## config.mk

```make
export PLATFORM = sky130hd
export DESIGN_NAME = paddle_motion_ctrl
export DESIGN_NICKNAME = d
export VERILOG_FILES = /design/src/rtl/paddle_motion_ctrl.sv
export SDC_FILE = /design/constraint.sdc
export NUM_CORES = 1
export LEC_CHECK = 0
export ABC_CLOCK_PERIOD_IN_PS = 11340
export BUFFER_PORTS_ARGS = -buffer_cell sky130_fd_sc_hd__buf_4
export CORE_MARGIN = 5
export CORE_UTILIZATION = 55
export CTS_CLUSTER_SIZE = 28
export DETAILED_ROUTE_END_ITERATION = 6
export GPL_TIMING_DRIVEN = 1
export PLACE_DENSITY = 0.71
export SLEW_MARGIN = 20
export SYNTH_ARGS = -nofsm -noshare
export SYNTH_HDL_FRONTEND = slang
export SYNTH_SLANG_ARGS = --single-unit
export TNS_END_PERCENT = 20
```

## constraint.sdc

```tcl
create_clock -name clk -period 11.34 [get_ports clk]
set_clock_uncertainty 0.1 [all_clocks]
set_input_delay 2.268 -clock clk [delete_from_list [all_inputs] [get_ports clk]]
set_output_delay 2.268 -clock clk [all_outputs]
set_load 0.02 [all_outputs]
```

## src/rtl/paddle_motion_ctrl.sv

```systemverilog
// -----------------------------------------------------------------------------
// paddle_motion_ctrl
//
// Multi-channel paddle position controller for the Pong display path. Each
// paddle has its own up/down button pair. The buttons are synchronised and
// debounced. Positions advance only on frame_tick. A per-paddle FSM
// (IDLE/HOLD/FAST) speeds up a paddle that is held in one direction. Every
// position is clamped to [0, max_pos].
//
// Optional feature macro: PADDLE_ACCEL_EN
//   defined   : after ACCEL_FRAMES same-direction frames a paddle enters FAST
//               and moves FAST_STEP per frame.
//   undefined : FAST is never entered, HOLD moves STEP indefinitely, and no
//               hold counter is built.
//
// Ports:
//   clk        in   system clock
//   reset      in   asynchronous, active-high reset
//   frame_tick in   one-clock strobe, once per video frame
//   btn_up     in   raw up/decrease buttons, one bit per paddle (async)
//   btn_dn     in   raw down/increase buttons, one bit per paddle (async)
//   max_pos    in   inclusive upper position limit, shared, quasi-static
//   pos        out  packed positions, paddle i at [i*COORD_W +: COORD_W]
//   moving     out  1 while paddle i is not in IDLE
// -----------------------------------------------------------------------------
module paddle_motion_ctrl #(
  parameter int NUM_PADDLES  = 2,
  parameter int COORD_W      = 10,
  parameter int STEP         = 1,
  parameter int FAST_STEP    = 4,
  parameter int ACCEL_FRAMES = 8,
  parameter int DB_CYCLES    = 4,
  parameter int INIT_POS     = 240
) (
  input  logic                           clk,
  input  logic                           reset,
  input  logic                           frame_tick,
  input  logic [NUM_PADDLES-1:0]         btn_up,
  input  logic [NUM_PADDLES-1:0]         btn_dn,
  input  logic [COORD_W-1:0]             max_pos,
  output logic [NUM_PADDLES*COORD_W-1:0] pos,
  output logic [NUM_PADDLES-1:0]         moving
);

  // Up buttons occupy the low half of the conditioned vector and down buttons
  // the high half.
  localparam int NB   = 2 * NUM_PADDLES;
  localparam int DB_W = (DB_CYCLES > 1) ? $clog2(DB_CYCLES) : 1;

  typedef enum logic [1:0] {IDLE, HOLD, FAST} state_e;
  typedef enum logic [1:0] {DIR_NONE, DIR_UP, DIR_DN} dir_e;

  // A zero step or a zero debounce/accel count is not a meaningful
  // configuration.
  if (STEP < 1 || FAST_STEP < 1 || ACCEL_FRAMES < 1 || DB_CYCLES < 1) begin : g_param_check
    $error("paddle_motion_ctrl: STEP, FAST_STEP, ACCEL_FRAMES, DB_CYCLES must be >= 1");
  end

  // ---------------------------------------------------------------------------
  // Input conditioning: 2-flop synchroniser followed by a debounce counter
  // ---------------------------------------------------------------------------
  logic [NB-1:0]   raw;
  logic [NB-1:0]   sync1_q, sync2_q;
  logic [NB-1:0]   db_q, db_d;
  logic [DB_W-1:0] db_cnt_q [NB];
  logic [DB_W-1:0] db_cnt_d [NB];

  assign raw = {btn_dn, btn_up};

  // NOTE: every assignment in a clocked block is non-blocking, so all flops
  // sample their old values together on the edge and the order of the
  // statements does not matter.
  always_ff @(posedge clk or posedge reset) begin
    if (reset) begin
      sync1_q <= '0;
      sync2_q <= '0;
      db_q    <= '0;
      // NOTE: the counter array is a set of plain flops rather than a RAM, so
      // it is reset along with the rest of the state.
      for (int i = 0; i < NB; i++) db_cnt_q[i] <= '0;
    end else begin
      sync1_q  <= raw;
      sync2_q  <= sync1_q;
      db_q     <= db_d;
      db_cnt_q <= db_cnt_d;
    end
  end

  // The counter runs only while the synchronised level disagrees with the
  // accepted level. On the DB_CYCLES-th consecutive disagreeing clock, the new
  // level is accepted and the counter restarts.
  always_comb begin
    for (int i = 0; i < NB; i++) begin
      // NOTE: every output of a combinational block gets a default first. Any
      // path that skips an assignment would otherwise infer a latch.
      db_d[i]     = db_q[i];
      db_cnt_d[i] = '0;
      if (sync2_q[i] != db_q[i]) begin
        if (db_cnt_q[i] == DB_W'(DB_CYCLES - 1)) db_d[i] = sync2_q[i];
        else                                     db_cnt_d[i] = db_cnt_q[i] + 1'b1;
      end
    end
  end

  // ---------------------------------------------------------------------------
  // Per-paddle motion FSM and position datapath
  // ---------------------------------------------------------------------------
  state_e             state_q  [NUM_PADDLES];
  state_e             state_d  [NUM_PADDLES];
  dir_e               dir_q    [NUM_PADDLES];
  dir_e               dir_d    [NUM_PADDLES];
  dir_e               dir_now  [NUM_PADDLES];
  logic [COORD_W-1:0] pos_q    [NUM_PADDLES];
  logic [COORD_W-1:0] pos_d    [NUM_PADDLES];
  logic [COORD_W:0]   step_sz  [NUM_PADDLES];
  logic [COORD_W:0]   sum      [NUM_PADDLES];
  logic [NUM_PADDLES-1:0] moving_q, moving_d;

`ifdef PADDLE_ACCEL_EN
  localparam int HOLD_W = $clog2(ACCEL_FRAMES + 1);
  logic [HOLD_W-1:0] hold_q [NUM_PADDLES];
  logic [HOLD_W-1:0] hold_d [NUM_PADDLES];
`endif

  always_ff @(posedge clk or posedge reset) begin
    if (reset) begin
      moving_q <= '0;
      for (int i = 0; i < NUM_PADDLES; i++) begin
        state_q[i] <= IDLE;
        dir_q[i]   <= DIR_NONE;
        pos_q[i]   <= COORD_W'(INIT_POS);
`ifdef PADDLE_ACCEL_EN
        hold_q[i]  <= '0;
`endif
      end
    end else begin
      moving_q <= moving_d;
      state_q  <= state_d;
      dir_q    <= dir_d;
      pos_q    <= pos_d;
`ifdef PADDLE_ACCEL_EN
      hold_q   <= hold_d;
`endif
    end
  end

  always_comb begin
    moving_d = moving_q;
    for (int i = 0; i < NUM_PADDLES; i++) begin
      state_d[i] = state_q[i];
      dir_d[i]   = dir_q[i];
      pos_d[i]   = pos_q[i];
      step_sz[i] = '0;
      dir_now[i] = DIR_NONE;
`ifdef PADDLE_ACCEL_EN
      hold_d[i]  = hold_q[i];
`endif

      // Both buttons held cancel out to no direction.
      if (db_q[i] && !db_q[NUM_PADDLES+i])      dir_now[i] = DIR_UP;
      else if (!db_q[i] && db_q[NUM_PADDLES+i]) dir_now[i] = DIR_DN;

      if (frame_tick) begin
        if (dir_now[i] == DIR_NONE) begin
          state_d[i] = IDLE;
`ifdef PADDLE_ACCEL_EN
          hold_d[i]  = '0;
`endif
        end else if (state_q[i] == IDLE || dir_now[i] != dir_q[i]) begin
          // A fresh press or a reversal restarts at normal speed.
          state_d[i] = HOLD;
          dir_d[i]   = dir_now[i];
          step_sz[i] = (COORD_W+1)'(STEP);
`ifdef PADDLE_ACCEL_EN
          hold_d[i]  = HOLD_W'(1);
`endif
        end else if (state_q[i] == HOLD) begin
          step_sz[i] = (COORD_W+1)'(STEP);
`ifdef PADDLE_ACCEL_EN
          // The frame on which the count reaches ACCEL_FRAMES still moves at
          // STEP. FAST_STEP takes effect on the following frame.
          if (hold_q[i] != HOLD_W'(ACCEL_FRAMES)) hold_d[i] = hold_q[i] + 1'b1;
          if (hold_q[i] >= HOLD_W'(ACCEL_FRAMES - 1)) state_d[i] = FAST;
`endif
        end else begin
          step_sz[i] = (COORD_W+1)'(FAST_STEP);
        end

        // The sum is one bit wider so that an overflow past max_pos is seen
        // rather than wrapping.
        sum[i] = {1'b0, pos_q[i]} + step_sz[i];

        if (pos_q[i] > max_pos) begin
          pos_d[i] = max_pos;
        end else if (dir_now[i] == DIR_UP) begin
          pos_d[i] = ({1'b0, pos_q[i]} < step_sz[i]) ? '0
                   : pos_q[i] - step_sz[i][COORD_W-1:0];
        end else if (dir_now[i] == DIR_DN) begin
          pos_d[i] = (sum[i] > {1'b0, max_pos}) ? max_pos : sum[i][COORD_W-1:0];
        end

        moving_d[i] = (state_d[i] != IDLE);
      end else begin
        sum[i] = '0;
      end
    end
  end

  for (genvar g = 0; g < NUM_PADDLES; g++) begin : g_pack
    assign pos[g*COORD_W +: COORD_W] = pos_q[g];
  end
  assign moving = moving_q;

endmodule

```

==> flow_summary.toml, run 1 <==
[setup_path]
worst-path-max-fanout = 13
cp_common_cell = "ha_1"
setup.worst_path.class = "register to register"
crit_path_cell_trace = "inv_1 -> ha_1 -> xnor2_1 -> nand3_1 -> or2_2 -> ha_1 -> inv_1 -> a31oi_1 -> nor4b_1 -> xor2_1 -> ha_1 -> a211oi_1 -> nand2_1 -> o311a_1 -> nor2_1 -> o21a_1 -> nor3_1 -> a211o_1"
r2r_setup_slack_ns = 5.86
cp.required_ns = 11.44
cp.arrival_ns = 5.58
end_kind = "register"
startpoint_type = "register"
slowest_stage = "a31oi_1"
cpPeakStageDelay_ns = 0.53

[clock_tree]
cts_tree = "yes"
clockBufferDepth = 2
cts_resized = 0
root_buffer = "clkbuf_8"
clk_latency_ns = 0.32
cts_max_level = 2
holdBufCountCts = 0
cts-buffers-inserted = 5
cts_sinks = 48
postCtsSetupBuffers = 0
clk_pin_slew_ns = 0.09

[synth]
yosysTopAreaCell = "dfrtp_1"
netlist_top_cells_area = "dfrtp_1 24%, ha_1 18%, xnor2_1 5.3%, dfstp_2 5.1%, nor2_1 3.7%"
synth-edff-count = 0
synthesis.area_um2 = 4110
synth_cell_types = 55
async_flop_share_pct = 100
synth.avg_cell_area_um2 = 8.62
synthesis.nets = 554
syn_inst = 477
yosysSeqAreaShare_pct = 29.4
yosysWarnings = 0
netlist.area_leader.share_pct = 24.3
ys.flop_type = "dfrtp_1"
synth_seq_cells = 48

[floorplanning]
die_w_um = 96.5
initial_core_util_pct = 56.7
std_cell_rows = 31
dieArea_um2 = 9310
die_height_um = 96.5
num_io_pins = 39
core-area_um2 = 7250

[worst_hold_path]
hp-class = "register to register"

[layout]
multi_input_area_um2 = 2660
final_nets = 576
n_fill_cell = 657
drive_above_1_share_pct = 13.0
layout_commonest_cell = "ha_1"
post-route-util_pct = 62.6
regArea_um2 = 1210
syn2layout_area_growth_pct = 10.4
stdcell_count = 599
final_cell_mix = "60 x ha_1, 40 x nor2_1, 40 x dfrtp_1"
n_antenna_cell = 0

[sta]
finalCritPeriodShare_pct = 48.3
rsz0062_at_grt = "no"
worst_pin_slew_ns = 0.933
layout_setup_ws_ns = 5.86
fmax_ghz = 0.182
hold_viol = 0
relSlewSlack_pct = 37.0
tns_ns = 0
post-route-min-period_ns = 5.48
setup_violations = 0
drv_slew = 0

[placed_design]
placedCellCount = 591
pre_cts_slack_ns = 5.94
portBuffers = 38
hpwl_mm = 7.90
gp_congestion = 0.888

[detailed_routing]
drt_wl_total_mm = 10.5
remaining_drc_errors = 0
routed_via_density = 6.18
postRouteAntennaNets = 0
vias = 3701
wl_per_cell_um = 17.5
initialDrtViolationCount = 204
firstDrtPassIters = 5

[power_and_ir_drop]
p_total_mw = 1.32
power.leakage_nw = 2.08
p_per_area_nw_per_um2 = 290
ir_drop_v = 0.000129

[global_routing]
overflow = 0
antenna_found_initial = 0
grt_start_max_net_pins = 49
grt_pass1_wl_mm = 17.3
grt_pass1_vias = 3666
grt_use_total_pct = 23.6

[job]
maxCapViolations = 0

[run_status]
status = "completed"
-- report_power, final --
part           total [mW]  leakage, nW  internal [mW]  switching [mW]
Clock               0.136       0.0614         0.0722          0.0634
Sequential          0.349        0.575          0.244           0.104
Combinational       0.831         1.44          0.356           0.475
Total                1.32         2.08          0.672           0.643
-- critical path, delay by kind of cell, from the launching register on --
| family | cells | cell delay (ns) |
|---|---|---|
| adders and majority gates | 3 | 1.18 |
| xor gates and xnor gates | 2 | 0.43 |
| buffers and inverters | 2 | 0.18 |
| DFF | 1 | 0.42 |
| AOI/OAI and AO/OA | 5 | 1.96 |
| and+or+nand+nor | 6 | 1.09 |
-- path summary, 6_finish.rpt --
path,startpoint,endpoint,cells after the start
hold / removal,sync1_q[3],sync2_q[3],0
hold reg to reg,sync1_q[3],sync2_q[3],0
min in group asynchronous,reset,pos[13],2
max in group asynchronous,reset,sync1_q[1],2
setup reg to reg,db_q[2],pos[9],18
setup / recovery,db_q[2],pos[9],18
-- area by class of cell --
cell class,count,area share [%]
inverters,36,3.00
repair buffers,38,6.28
well taps,99,2.73
flip-flops and latches,48,26.7
multi-input cells,370,58.6
clock buffers,6,1.82
clock inverters,2,0.854
-- routing by layer --
layer | global-route usage [%] | vias up | part of all wire [%]
met5 | 0 | - | 0
met4 | 7.48 | 0 | 1.8
met3 | 4.26 | 23 | 7.2
met2 | 38.4 | 134 | 46
met1 | 31.9 | 1772 | 45
li1 | - | 1772 | -
-- cells by family (layout without fill, tap and decap cells) --
| group | after synthesis | count (layout) | synth area share, % |
|---|---|---|---|
| and+or+nand+nor | 157 | 157 | 19.3 |
| AOI/OAI and AO/OA | 117 | 117 | 19.3 |
| adders and majority gates | 60 | 60 | 18.3 |
| buffers and inverters | 59 | 82 | 5.81 |
| DFF | 48 | 48 | 29.4 |
| xor gates and xnor gates | 32 | 32 | 6.81 |
| muxes | 4 | 4 | 1.06 |
-- flip-flops by register name, summed over array words and instances, names as in the netlist --
name,count
pos,20
state_q,2
db_q,4
dir_q,4
db_cnt_q,8
moving,2
sync2_q,4
sync1_q,4
-- per-stage QoR --
step	instance area, um2	hold slack (ns)
3_3_place_gp	4420	0.232
4_1_cts	4540	0.259
6_report	4540	0.256
3_5_place_dp	4420	0.238
5_1_grt	4540	0.270
2_1_floorplan	4110	0.231
-- Yosys cell counts (3+ instances only) --
cell / count
buf_1: 3
a21oi_1: 26
dfrtp_1: 40
a211o_1: 5
o21ai_0: 26
nand3_1: 17
ha_1: 60
a211oi_1: 12
nor2b_1: 6
dfstp_2: 8
inv_1: 36
nand3b_1: 4
a32o_1: 4
mux2_2: 3
a31oi_1: 4
clkbuf_1: 16
nor3_1: 28
nand2b_1: 8
a21o_1: 8
nand4_1: 10
or2_2: 3
or3_1: 3
o211ai_1: 5
xor2_1: 7
nand2_1: 25
a221o_1: 5
nor2_1: 40
a221oi_1: 3
nor4_1: 3
xnor2_1: 25
(Power assumes the default switching activity.)
==> inputs of run 2 (changes only) <==
Settings changed: ABC_AREA set to 1, ABC_CLOCK_PERIOD_IN_PS 11340 to 4810, PLACE_DENSITY 0.71 to 0.73.
Clock period 11.34 ns to 4.81 ns, I/O delays scaled along.
==> flow_summary.toml, run 2 <==
[run_status]
status = "completed"

[floorplanning]
num_io_pins = 39
dieArea_um2 = 10200
std_cell_rows = 33
die_height_um = 101
core-area_um2 = 8130
initial_core_util_pct = 56.0
die_w_um = 101

[layout]
n_antenna_cell = 0
n_fill_cell = 775
largest_reg_flops = 20
final_cell_mix = "169 x nand2_1, 88 x inv_1, 70 x nor2_1"
drive_above_1_share_pct = 13.2
final_nets = 760
layout_commonest_cell = "nand2_1"
syn2layout_area_growth_pct = 10.5
stdcell_count = 789
regArea_um2 = 1260
multi_input_area_um2 = 2880

[synth]
async_flop_share_pct = 100
yosysTopAreaCell = "dfrtp_1"
yosysWarnings = 0
synthesis.area_um2 = 4560
netlist_top_cells_area = "dfrtp_1 23%, ha_1 16%, nand2_1 14%, inv_1 7.3%, nor2_1 5.8%"
synth.most_common_cell = "nand2_1"
yosys-top-cells-count = "169 x nand2_1, 89 x inv_1, 70 x nor2_1, 60 x ha_1"
synth_cell_types = 39
netlist.area_leader.share_pct = 23.1
synth_seq_cells = 50
yosysSeqAreaShare_pct = 27.7
synthesis.nets = 724
synth-edff-count = 0
synth.avg_cell_area_um2 = 7.05
syn_inst = 647
ys.flop_type = "dfrtp_1"

[clock_tree]
cts_max_level = 2
cts-buffers-inserted = 5
clockBufferDepth = 2
cts_resized = 0
root_buffer = "clkbuf_8"
clk_pin_slew_ns = 0.11
postCtsSetupBuffers = 0
cts_tree = "yes"
cts_sinks = 50
holdBufCountCts = 0
clk_latency_ns = 0.31

[setup_path]
path_buf_inv = 5
path_depth = 26
cp_common_cell = "nand2_1"
critical-path-top-delay-family = "simple AND/OR/NAND/NOR gates"
worst-path-max-fanout = 6
cp.arrival_ns = 4.43
setup.worst_path.class = "register to register"
end_kind = "register"
cp.required_ns = 4.92
reg2reg_depth = 26
cpPeakStageDelay_ns = 0.42
rr_startpoint = "db_q[3]"
crit_start = "db_q[3]"
startpoint_type = "register"
slowest_stage = "dfrtp_1"

[global_routing]
grt_use_total_pct = 23.3
grt_pass1_wl_mm = 19.4
antenna_found_initial = 0
grt_pass1_vias = 4163
grt_start_max_net_pins = 51
overflow = 0

[sta]
setup_violations = 0
hold_viol = 0
worst_pin_slew_ns = 0.885
fmax_ghz = 0.232
relSlewSlack_pct = 40.9
finalCritPeriodShare_pct = 89.7
tns_ns = 0
post-route-min-period_ns = 4.31
drv_slew = 0
rsz0062_at_grt = "no"

[power_and_ir_drop]
ir_drop_v = 0.000290
p_per_area_nw_per_um2 = 685
power.leakage_nw = 2.73

[detailed_routing]
remaining_drc_errors = 0
wl_per_cell_um = 14.4
firstDrtPassIters = 5
initialDrtViolationCount = 194
vias = 4255
drt_wl_total_mm = 11.3
routed_via_density = 5.39
postRouteAntennaNets = 0

[placed_design]
hpwl_mm = 8.99
placedCellCount = 781
portBuffers = 38
gp_congestion = 0.903

[job]
maxCapViolations = 0

[worst_hold_path]
whs_path_depth = 0
hp-class = "register to register"
hp-start = "sync1_q[0]"
run 2: cell count changes after synthesis, sizes merged, moves of 7 or more:
cell,before,now
nand2,25,181
inv,36,95
nor2,40,72
nand3,17,43
nor3,28,11
clkbuf,16,1
xnor2,25,12
a211oi,12,0
nand4,10,20
a21oi,26,35
nand2b,8,0
xor2,7,14
run 2: worst paths after layout:
check                              to  slack, ns
max reg2reg                   pos[11]       0.50
max in group asynchronous      pos[1]       3.38
max                           pos[11]       0.50
min in group asynchronous  state_q[1]       0.71
min reg2reg                sync2_q[0]       0.26
min                        sync2_q[0]       0.26
run 2: area by class of cell:
class	instances	share of cell area, %
inverter	96	7.25
tap	105	2.61
sequential	50	25.0
clock buffer	6	1.44
clock inverter	2	0.745
timing repair buffer	38	5.66
multi-input combinational	492	57.3
run 2: cell families (layout without fill, tap and decap cells):
family,after synthesis,after routing,synth area share (%)
and+or+nand+nor,331,331,32.4
buffers and inverters,105,142,9.06
AOI/OAI and AO/OA,74,74,9.11
adders and majority gates,60,60,16.5
DFF,50,50,27.7
xor gates and xnor gates,26,26,5.00
muxes,1,1,0.247
run 2: routing by layer:
metal	track usage [%]	vias to the layer above	wire (um)
met5	0	-	0
met4	4.29	0	112
met3	3.53	12	637
met2	39.2	122	5340
met1	32.1	1964	5250
li1	-	2157	-
run 2: per-stage QoR:
step | utilization, % | setup WS, ns | instance area (um2) | hold WS [ns] | power, mW
2_1_floorplan | - | 1.11 | 4560 | 0.231 | 2.51
3_3_place_gp | 60.6 | 0.591 | 4930 | 0.236 | 3.05
3_5_place_dp | 60.6 | 0.535 | 4930 | 0.240 | 3.12
4_1_cts | 61.9 | 0.524 | 5040 | 0.265 | 3.45
5_1_grt | 61.9 | 0.0450 | 5040 | 0.275 | 3.82
6_report | 61.9 | 0.496 | 5040 | 0.261 | 3.45
run 2: where the power goes:
part           total, mW  switching [mW]  internal [mW]
clock network      0.312           0.157          0.156
logic               2.27            1.41          0.855
registers          0.869           0.256          0.614
total               3.45            1.82           1.62
==> inputs of run 3 (changes only) <==
Settings changed: ABC_CLOCK_PERIOD_IN_PS 4810 to 4200, PLACE_DENSITY 0.73 to 0.7.
Clock period 4.81 ns to 4.2 ns, I/O delays scaled along.
==> flow_summary.toml, run 3 (same netlist as run 2, synthesis figures left out) <==
[run_status]
status = "completed"

[layout]
stdcell_count = 805
largest_reg_flops = 20
fin_area_um2 = 5330
drive_above_1_share_pct = 18.7
regArea_um2 = 1260
final_nets = 776
final_cell_mix = "167 x nand2_1, 85 x inv_1, 66 x nor2_1"
syn2layout_area_growth_pct = 16.9
n_antenna_cell = 0
n_fill_cell = 698
multi_input_area_um2 = 3060
layout_commonest_cell = "nand2_1"

[placed_design]
placedCellCount = 786
hpwl_mm = 9.13
pre_cts_slack_ns = 0.0708
dpl_cell_area_um2 = 4960
portBuffers = 38
gp_congestion = 0.907

[sta]
finalCritPeriodShare_pct = 92.5
worst_pin_slew_ns = 0.836
hold_viol = 0
post-route-min-period_ns = 3.89
tns_ns = 0
drv_slew = 0
setup_violations = 0
layout_setup_ws_ns = 0.314
relSlewSlack_pct = 44.2
whs_ns = 0.258
fmax_ghz = 0.257

[clock_tree]
clockBufferDepth = 2
clk_latency_ns = 0.32
cts-buffers-inserted = 5
holdBufCountCts = 0
cts_max_level = 2
cts_sinks = 50
cts_tree = "yes"
clk_pin_slew_ns = 0.11
root_buffer = "clkbuf_8"

[setup_path]
worst-path-max-fanout = 6
cp_common_cell = "nand2_1"
cp.arrival_ns = 4.04
setup.worst_path.class = "register to register"
end_kind = "register"
cp.required_ns = 4.36
cpPeakStageDelay_ns = 0.43
startpoint_type = "register"
slowest_stage = "dfrtp_1"

[floorplanning]
die_height_um = 101
die_w_um = 101
core-area_um2 = 8130
std_cell_rows = 33
dieArea_um2 = 10200
num_io_pins = 39
initial_core_util_pct = 56.0

[detailed_routing]
wl_per_cell_um = 15.0
drt_wl_total_mm = 12.1
firstDrtPassIters = 5
initialDrtViolationCount = 247
routed_via_density = 5.50
postRouteAntennaNets = 0
remaining_drc_errors = 0
vias = 4424

[global_routing]
antenna_found_initial = 0
overflow = 0
grt_pass1_wl_mm = 19.6
grt_start_max_net_pins = 48
grt_use_total_pct = 23.8
grt_pass1_vias = 4217

[worst_hold_path]
hp-class = "register to register"

[power_and_ir_drop]
p_per_area_nw_per_um2 = 797
ir_drop_v = 0.000366
power.leakage_nw = 2.80

[job]
maxCapViolations = 0
run 3: final cells by class:
cell class | instances | share of cell area [%]
inverter | 96 | 6.86
timing repair buffer | 53 | 7.47
clock inverter | 2 | 0.705
clock buffer | 6 | 1.36
tap | 105 | 2.47
sequential | 50 | 23.7
multi-input combinational | 493 | 57.4
run 3: worst max-delay path, delay by kind of cell (launching register included):
family | cells | cell delay, ns
DFF | 1 | 0.43
xor gates and xnor gates | 2 | 0.31
and+or+nand+nor | 9 | 0.77
AOI/OAI and AO/OA | 5 | 0.90
adders and majority gates | 4 | 0.90
buffers and inverters | 5 | 0.46
run 3: per-stage QoR:
step	power (mW)	util (%)
finish	4.25	65.5
global route	4.65	65.5
CTS	4.00	62.4
detailed placement	3.63	61.0
global placement	3.54	61.0
floorplan	2.88	-
run 3: path summary, 6_finish.rpt:
| path | startpoint | to | slack [ns] | depth (start not counted) |
|---|---|---|---|---|
| worst max-delay path | db_q[2] | pos[9] | 0.31 | 25 |
| worst min-delay path | sync1_q[1] | sync2_q[1] | 0.26 | 0 |
| worst max register to register | db_q[2] | pos[9] | 0.31 | 25 |
| worst min register to register | sync1_q[1] | sync2_q[1] | 0.26 | 0 |
| max in group asynchronous | reset | pos[7] | 2.78 | 3 |
| min in group asynchronous | reset | dir_q[2] | 0.56 | 2 |
run 3: report_power, final:
part	internal, mW	total, mW	switching, mW	leakage [nW]
Sequential	0.703	1.01	0.309	0.605
Clock	0.178	0.360	0.181	0.0514
Combinational	1.13	2.88	1.74	2.14
run 3: repair_timing:
item                                    CTS  global route
gates resized for setup                   0            36
setup buffers                             0            10
endpoints found under the setup margin    0            20
endpoints found under the hold margin     0             0
run 3: per-layer routing:
| layer | up-vias | GRT usage (%) | part of all wire [%] |
|---|---|---|---|
| met3 | 19 | 3.88 | 6.0 |
| met5 | - | 0 | 0 |
| met4 | 0 | 5.93 | 1.6 |
| met1 | 2083 | 32.4 | 45 |
| li1 | 2180 | - | - |
| met2 | 142 | 39.4 | 48 |
